File: src/rtl/seg7_pkg.sv
// Shared constants and types for the 4-digit seven-segment scan driver.
// Segment patterns are active-low, ordered {g,f,e,d,c,b,a}.
package seg7_pkg;

  localparam logic [6:0] SEG_0    = 7'b1000000;
  localparam logic [6:0] SEG_1    = 7'b1111001;
  localparam logic [6:0] SEG_2    = 7'b0100100;
  localparam logic [6:0] SEG_3    = 7'b0110000;
  localparam logic [6:0] SEG_4    = 7'b0011001;
  localparam logic [6:0] SEG_5    = 7'b0010010;
  localparam logic [6:0] SEG_6    = 7'b0000010;
  localparam logic [6:0] SEG_7    = 7'b1111000;
  localparam logic [6:0] SEG_8    = 7'b0000000;
  localparam logic [6:0] SEG_9    = 7'b0010000;
  localparam logic [6:0] SEG_DASH = 7'b0111111;
  localparam logic [6:0] SEG_OFF  = 7'b1111111;

  localparam logic [3:0] AN_OFF = 4'b1111;

  // 0 = ones, 1 = tens, 2 = hundreds, 3 = thousands
  typedef logic [1:0] dig_idx_t;

  // Four BCD digits; element 0 is the ones digit.
  typedef logic [3:0][3:0] bcd4_t;

endpackage

File: src/rtl/seg7_scan_driver_decode.sv
// Combinational BCD to active-low seven-segment pattern.
// Codes 10..15 render as a dash (segment g only).
module seg7_decode
  import seg7_pkg::*;
(
  input  logic [3:0] bcd,
  output logic [6:0] seg
);

  // Table lookup; any non-BCD code becomes a dash
  always_comb begin
    seg = SEG_DASH;
    case (bcd)
      4'd0: seg = SEG_0;
      4'd1: seg = SEG_1;
      4'd2: seg = SEG_2;
      4'd3: seg = SEG_3;
      4'd4: seg = SEG_4;
      4'd5: seg = SEG_5;
      4'd6: seg = SEG_6;
      4'd7: seg = SEG_7;
      4'd8: seg = SEG_8;
      4'd9: seg = SEG_9;
      default: seg = SEG_DASH;
    endcase
  end

endmodule

File: src/rtl/seg7_scan_driver.sv
// 4-digit multiplexed common-anode display driver with double buffering.
// Optional SEG7_LEADING_ZERO_BLANK_EN blanks leading zero digits.
module seg7_scan_driver
  import seg7_pkg::*;
#(
  parameter int SCAN_DIV  = 50000,
  parameter int BLANK_CYC = 2
) (
  input  logic       clk,
  input  logic       rst_n,
  input  logic [3:0] thousands,
  input  logic [3:0] hundreds,
  input  logic [3:0] tens,
  input  logic [3:0] ones,
  input  logic       upd,
  output logic       pending,
  output logic [3:0] an,
  output logic [6:0] seg,
  output logic       dp
);

  localparam int CW = (SCAN_DIV > 2) ? $clog2(SCAN_DIV) : 1;
  localparam logic [CW-1:0] CNT_MAX = CW'(SCAN_DIV - 1);
  localparam logic [CW-1:0] BLANK_V = CW'(BLANK_CYC);

  logic [CW-1:0] cnt_q, cnt_d;
  dig_idx_t      idx_q, idx_d;
  bcd4_t         stg_q, stg_d;
  bcd4_t         disp_q, disp_d;
  logic          pend_q, pend_d;
  logic [3:0]    an_q, an_d;
  logic [6:0]    seg_q, seg_d;

  bcd4_t      din;
  logic       slot_end;
  logic       xfer;
  logic [3:0] cur;
  logic [6:0] dec_seg;
  logic       blank;

  assign din      = {thousands, hundreds, tens, ones};
  assign slot_end = (cnt_q == CNT_MAX);
  assign xfer     = slot_end && (idx_q == 2'd3);
  assign cur      = disp_q[idx_q];

  seg7_decode u_dec (
    .bcd (cur),
    .seg (dec_seg)
  );

  // Prescaler and digit index advance
  always_comb begin
    cnt_d = cnt_q + 1'b1;
    idx_d = idx_q;
    if (slot_end) begin
      cnt_d = '0;
      idx_d = idx_q + 2'd1;
    end
  end

  // Staging buffer and frame transfer at the end of the thousands slot
  always_comb begin
    stg_d  = stg_q;
    disp_d = disp_q;
    pend_d = pend_q;
    if (upd) begin
      stg_d = din;
    end
    if (xfer) begin
      pend_d = 1'b0;
      if (upd) begin
        disp_d = din;
      end else if (pend_q) begin
        disp_d = stg_q;
      end
    end else if (upd) begin
      pend_d = 1'b1;
    end
  end

`ifdef SEG7_LEADING_ZERO_BLANK_EN
  logic [3:0] lz;

  // A digit is blank when it and every digit to its left are zero
  always_comb begin
    lz    = 4'b0000;
    lz[3] = (disp_q[3] == 4'd0);
    lz[2] = lz[3] && (disp_q[2] == 4'd0);
    lz[1] = lz[2] && (disp_q[1] == 4'd0);
    lz[0] = 1'b0;
    blank = lz[idx_q];
  end
`else
  assign blank = 1'b0;
`endif

  // Next anode/cathode pattern; guard interval keeps all anodes off
  always_comb begin
    seg_d = blank ? SEG_OFF : dec_seg;
    an_d  = AN_OFF;
    if (cnt_q >= BLANK_V) begin
      unique case (idx_q)
        2'd0: an_d = 4'b1110;
        2'd1: an_d = 4'b1101;
        2'd2: an_d = 4'b1011;
        2'd3: an_d = 4'b0111;
      endcase
    end
  end

  // State and output registers with synchronous reset
  always_ff @(posedge clk) begin
    if (!rst_n) begin
      cnt_q  <= '0;
      idx_q  <= '0;
      stg_q  <= '0;
      disp_q <= '0;
      pend_q <= 1'b0;
      an_q   <= AN_OFF;
      seg_q  <= SEG_OFF;
    end else begin
      cnt_q  <= cnt_d;
      idx_q  <= idx_d;
      stg_q  <= stg_d;
      disp_q <= disp_d;
      pend_q <= pend_d;
      an_q   <= an_d;
      seg_q  <= seg_d;
    end
  end

  assign pending = pend_q;
  assign an      = an_q;
  assign seg     = seg_q;
  assign dp      = 1'b1;

endmodule

File: config.mk
export PLATFORM = sky130hd
export DESIGN_NAME = seg7_scan_driver
export DESIGN_NICKNAME = d
export VERILOG_FILES = /design/src/rtl/seg7_pkg.sv /design/src/rtl/seg7_scan_driver_decode.sv /design/src/rtl/seg7_scan_driver.sv
export SDC_FILE = /design/constraint.sdc
export NUM_CORES = 1
export LEC_CHECK = 0
export BUFFER_PORTS_ARGS = -buffer_cell sky130_fd_sc_hd__buf_2
export CORE_UTILIZATION = 57
export DETAILED_ROUTE_END_ITERATION = 16
export GPL_TIMING_DRIVEN = 0
export PLACE_DENSITY = 0.78
export SLEW_MARGIN = 30
export SYNTH_ARGS = -nofsm -noshare
export SYNTH_HDL_FRONTEND = slang
export SYNTH_SLANG_ARGS = --single-unit
File: constraint.sdc
create_clock -name clk -period 2.5 [get_ports clk]
set_clock_uncertainty 0.05 [all_clocks]
set_input_delay 0.25 -clock clk [delete_from_list [all_inputs] [get_ports clk]]
set_output_delay 0.25 -clock clk [all_outputs]
set_load 0.01 [all_outputs]
==> qor.log <==
[floorplan] num rows 24
[detailed_routing] antenna-violating nets left 0
[detailed_routing] router iterations before antenna repair 11
[global_route] number of global-route vias before repair 1815
[sta] transition time of the tightest slew-check pin 0.5120 ns
[global_route] sum of overflow across all layers after global routing 0
[yosys] async set or reset register ratio after synthesis 0%
[yosys] dominant synthesized flop cell dfxtp_1
[placed_design] Port Buf Inserts 29
[detailed_routing] initial DRC count 111
[clock_tree] latest clock arrival within the worst-skew pair 0.33 ns
[sta] post-layout min period 2.158 ns
[clock_tree] number of gates resized after CTS 0
[power_and_ir_drop] static power due to leakage 0.001387 uW
[finish] final core occ 71.00%
[global_route] initial antenna violation count 0
[global_route] total global routing track utilization 21.89%
[clock_tree] Max H-tree Level 3
[floorplan] initial core utilization 61.07%
[sta] ratio of final minimum period to clock period 86.32%
[yosys] Synthesis Warnings 0
[finish] number of diodes added for antenna fixing 0
[clock_tree] TritonCTS clock tree done
[global_route] first-pass GRT wire length 8.418 mm
[global_route] layer with the highest usage after global routing met2
[global_route] met3 Track Usage GR 4.219%
[sta] hold slack final 0.1499 ns
[power_and_ir_drop] power per cell area 672.2 nW/um^2
[clock_tree] post-CTS clock slew at the launch and capture registers of the worst setup and hold paths 0.07 ns
[clock_tree] Num CTS Buffers 9
[yosys] sequential share of the synthesized area 45.42%
[finish] fraction of final layout cells with drive strength greater than 1 24.92%
[power_and_ir_drop] maximum VDD drop 0.3545 mV
[worst_setup_path] top fanout value on the critical path 10
[outcome] violated checks design-rule violations
[yosys] number of synthesized flops with an enable pin 0
[clock_tree] CTS Buffer Depth 2
[floorplan] total I/O pin count 32
[sta] slew margin rel. 65.87%
[worst_setup_path] crit path DAT 2.33 ns
[sta] Fin. Hold Viols 0
[sta] setup repair after global routing missed its margin false
[sta] maximum clock frequency 0.4634 GHz
[yosys] #FFs+latches synth 62
[finish] synth-to-layout area growth 16.25%
[placed_design] hpwl dp 3.347 mm
[finish] Final nets 335
[finish] post-route design area 3177 sq um
[clock_tree] clock tree sinks 62
[clock_tree] post-CTS setup buffer count 0
[clock_tree] hold buffer count at cts 0
[worst_setup_path] Setup CP Type register to register
[global_route] largest net degree at the start of global routing 11
[yosys] synthesized instance count 264
[worst_setup_path] type of element capturing the critical path register
[clock_tree] CTS Root Cell clkbuf_8
[placed_design] Worst Setup Slack post-DPL 0.3480 ns
[detailed_routing] Via density 5.496
[yosys] unique cell type count in the Yosys netlist 40
[sta] max-slew violation count 0
[floorplan] placeable core region 4474 sq um
[yosys] per-instance average area after synthesis 10.35 sq um
[flow_run] maxcap violations 0
[sta] final worst slack 0.3420 ns
[finish] most common cell after layout, fill and taps aside dfxtp_1
[outcome] status complete, but fails checks
[detailed_routing] Routed wire per std cell 14.01 um
[detailed_routing] drt drc 3
[yosys] Syn Std Cell Area 2733 sq um
[sta] aggregate negative setup slack 0 ns
[detailed_routing] number of vias after detailed routing 1984
[placed_design] cell area reported after detailed placement 2943 sq um
[sta] count of final setup violators 0
[detailed_routing] total wire length 5.057 mm
[floorplan] Die Outline Area 5075 sq um
[floorplan] Die X-Extent 71.24 um
[finish] highest-count cells in the layout ignoring fill and taps 62 x dfxtp_1, 34 x buf_2, 34 x nor2_1
[global_route] M1 GR Usage 29.22%
[worst_setup_path] CP Launch Type register
[worst_setup_path] required time at the endpoint of the critical path 2.67 ns
[placed_design] routability congestion estimate from global placement 0.7708
[yosys] post-synthesis net count 295
[global_route] met2 track demand over resource in global routing 32.38%
[floorplan] chip height 71.24 um
[worst_hold_path] Hold Path Class input port to register
[synthesized netlist by cell type (2+ instances only)]
| cell | count | area, sq um |
|---|---|---|
| nand3_1 | 4 | 20.02 |
| mux2_2 | 7 | 78.83 |
| xor2_1 | 4 | 35.03 |
| dfxtp_1 | 62 | 1241 |
| nor4_1 | 2 | 12.51 |
| and2_1 | 16 | 100.1 |
| ha_1 | 12 | 150.1 |
| mux4_2 | 4 | 90.09 |
| or4_1 | 2 | 15.01 |
| o21ai_0 | 10 | 50.05 |
| mux2_4 | 10 | 150.1 |
| nand2_1 | 12 | 45.04 |
| buf_4 | 2 | 15.01 |
| xnor2_1 | 7 | 61.31 |
| a21oi_1 | 5 | 25.02 |
| and3_1 | 3 | 18.77 |
| nand4_1 | 5 | 31.28 |
| clkbuf_1 | 5 | 18.77 |
| nor2_1 | 34 | 127.6 |
| buf_2 | 5 | 25.02 |
| inv_1 | 11 | 41.29 |
| a31oi_1 | 2 | 12.51 |
| mux2i_1 | 18 | 180.2 |
| nor3_1 | 5 | 25.02 |
| or3_1 | 2 | 12.51 |
[layout make-up]
type	instances	area, sq um
multi-input cells	178	1380
fillers	335	1297
flip-flops and latches	62	1241
clock buffers	13	168.9
repair buffers	29	145.1
plain buffers	13	70.07
clock inverters	3	65.06
well taps	52	65.06
inverters	11	41.29
[metal layers]
metal  routed length (um)  vias up
met1                 2433      938
li1                     -      979
met5                    0        -
met2                 2310       52
met3                  144       15
met4                  168        0
[cell families (layout without fill, tap and decap cells)]
family	count (synthesis)	count (layout)	share of synthesized area, %
multiplexers	39	39	18.27
buffers and inverters	24	69	4.075
flip-flops	62	62	45.42
AO/OA/AOI/OAI	23	23	5.495
XOR/XNOR	11	11	3.526
adder cells (fa/ha/maj)	12	12	5.494
other	1	1	0.1372
AND/OR/NAND/NOR	92	92	17.58
[power breakdown]
group          total (uW)  internal (uW)  switching [uW]
sequential           1030           1020            12.1
combinational        97.9           42.0            55.9
clock                1010            642             368
[flip-flops by register name (all words and copies together), names as in the netlist]
signal and count:
an 4, cnt_q 16, disp_q 16, idx_q 2, pending 1, seg 7, stg_q 16
[path summary, 6_finish.rpt]
kind / start / endpoint / slack [ns] / cells past startpoint
worst max register to register: cnt_q[1] / disp_q[14] / 0.34 / 6
worst min-delay path: hundreds[3] / stg_q[11] / 0.15 / 3
worst min register to register: cnt_q[0] / cnt_q[0] / 0.43 / 1
worst max-delay path: cnt_q[1] / disp_q[14] / 0.34 / 6
[through the flow]
stage	power [uW]	std cells
floorplan	1109	264
finish	2135	361
detailed placement	1147	345
global placement	1144	345
CTS	2154	361
global route	2201	361
[worst max-delay path, stage by stage (launching register included)]
cell       delay (ns)
dfxtp_1          0.40
ha_1             0.24
nand3_2          0.19
nor3b_4          0.35
o2111ai_4        0.26
buf_6            0.24
mux2_4           0.30
(Power assumes the default switching activity.)
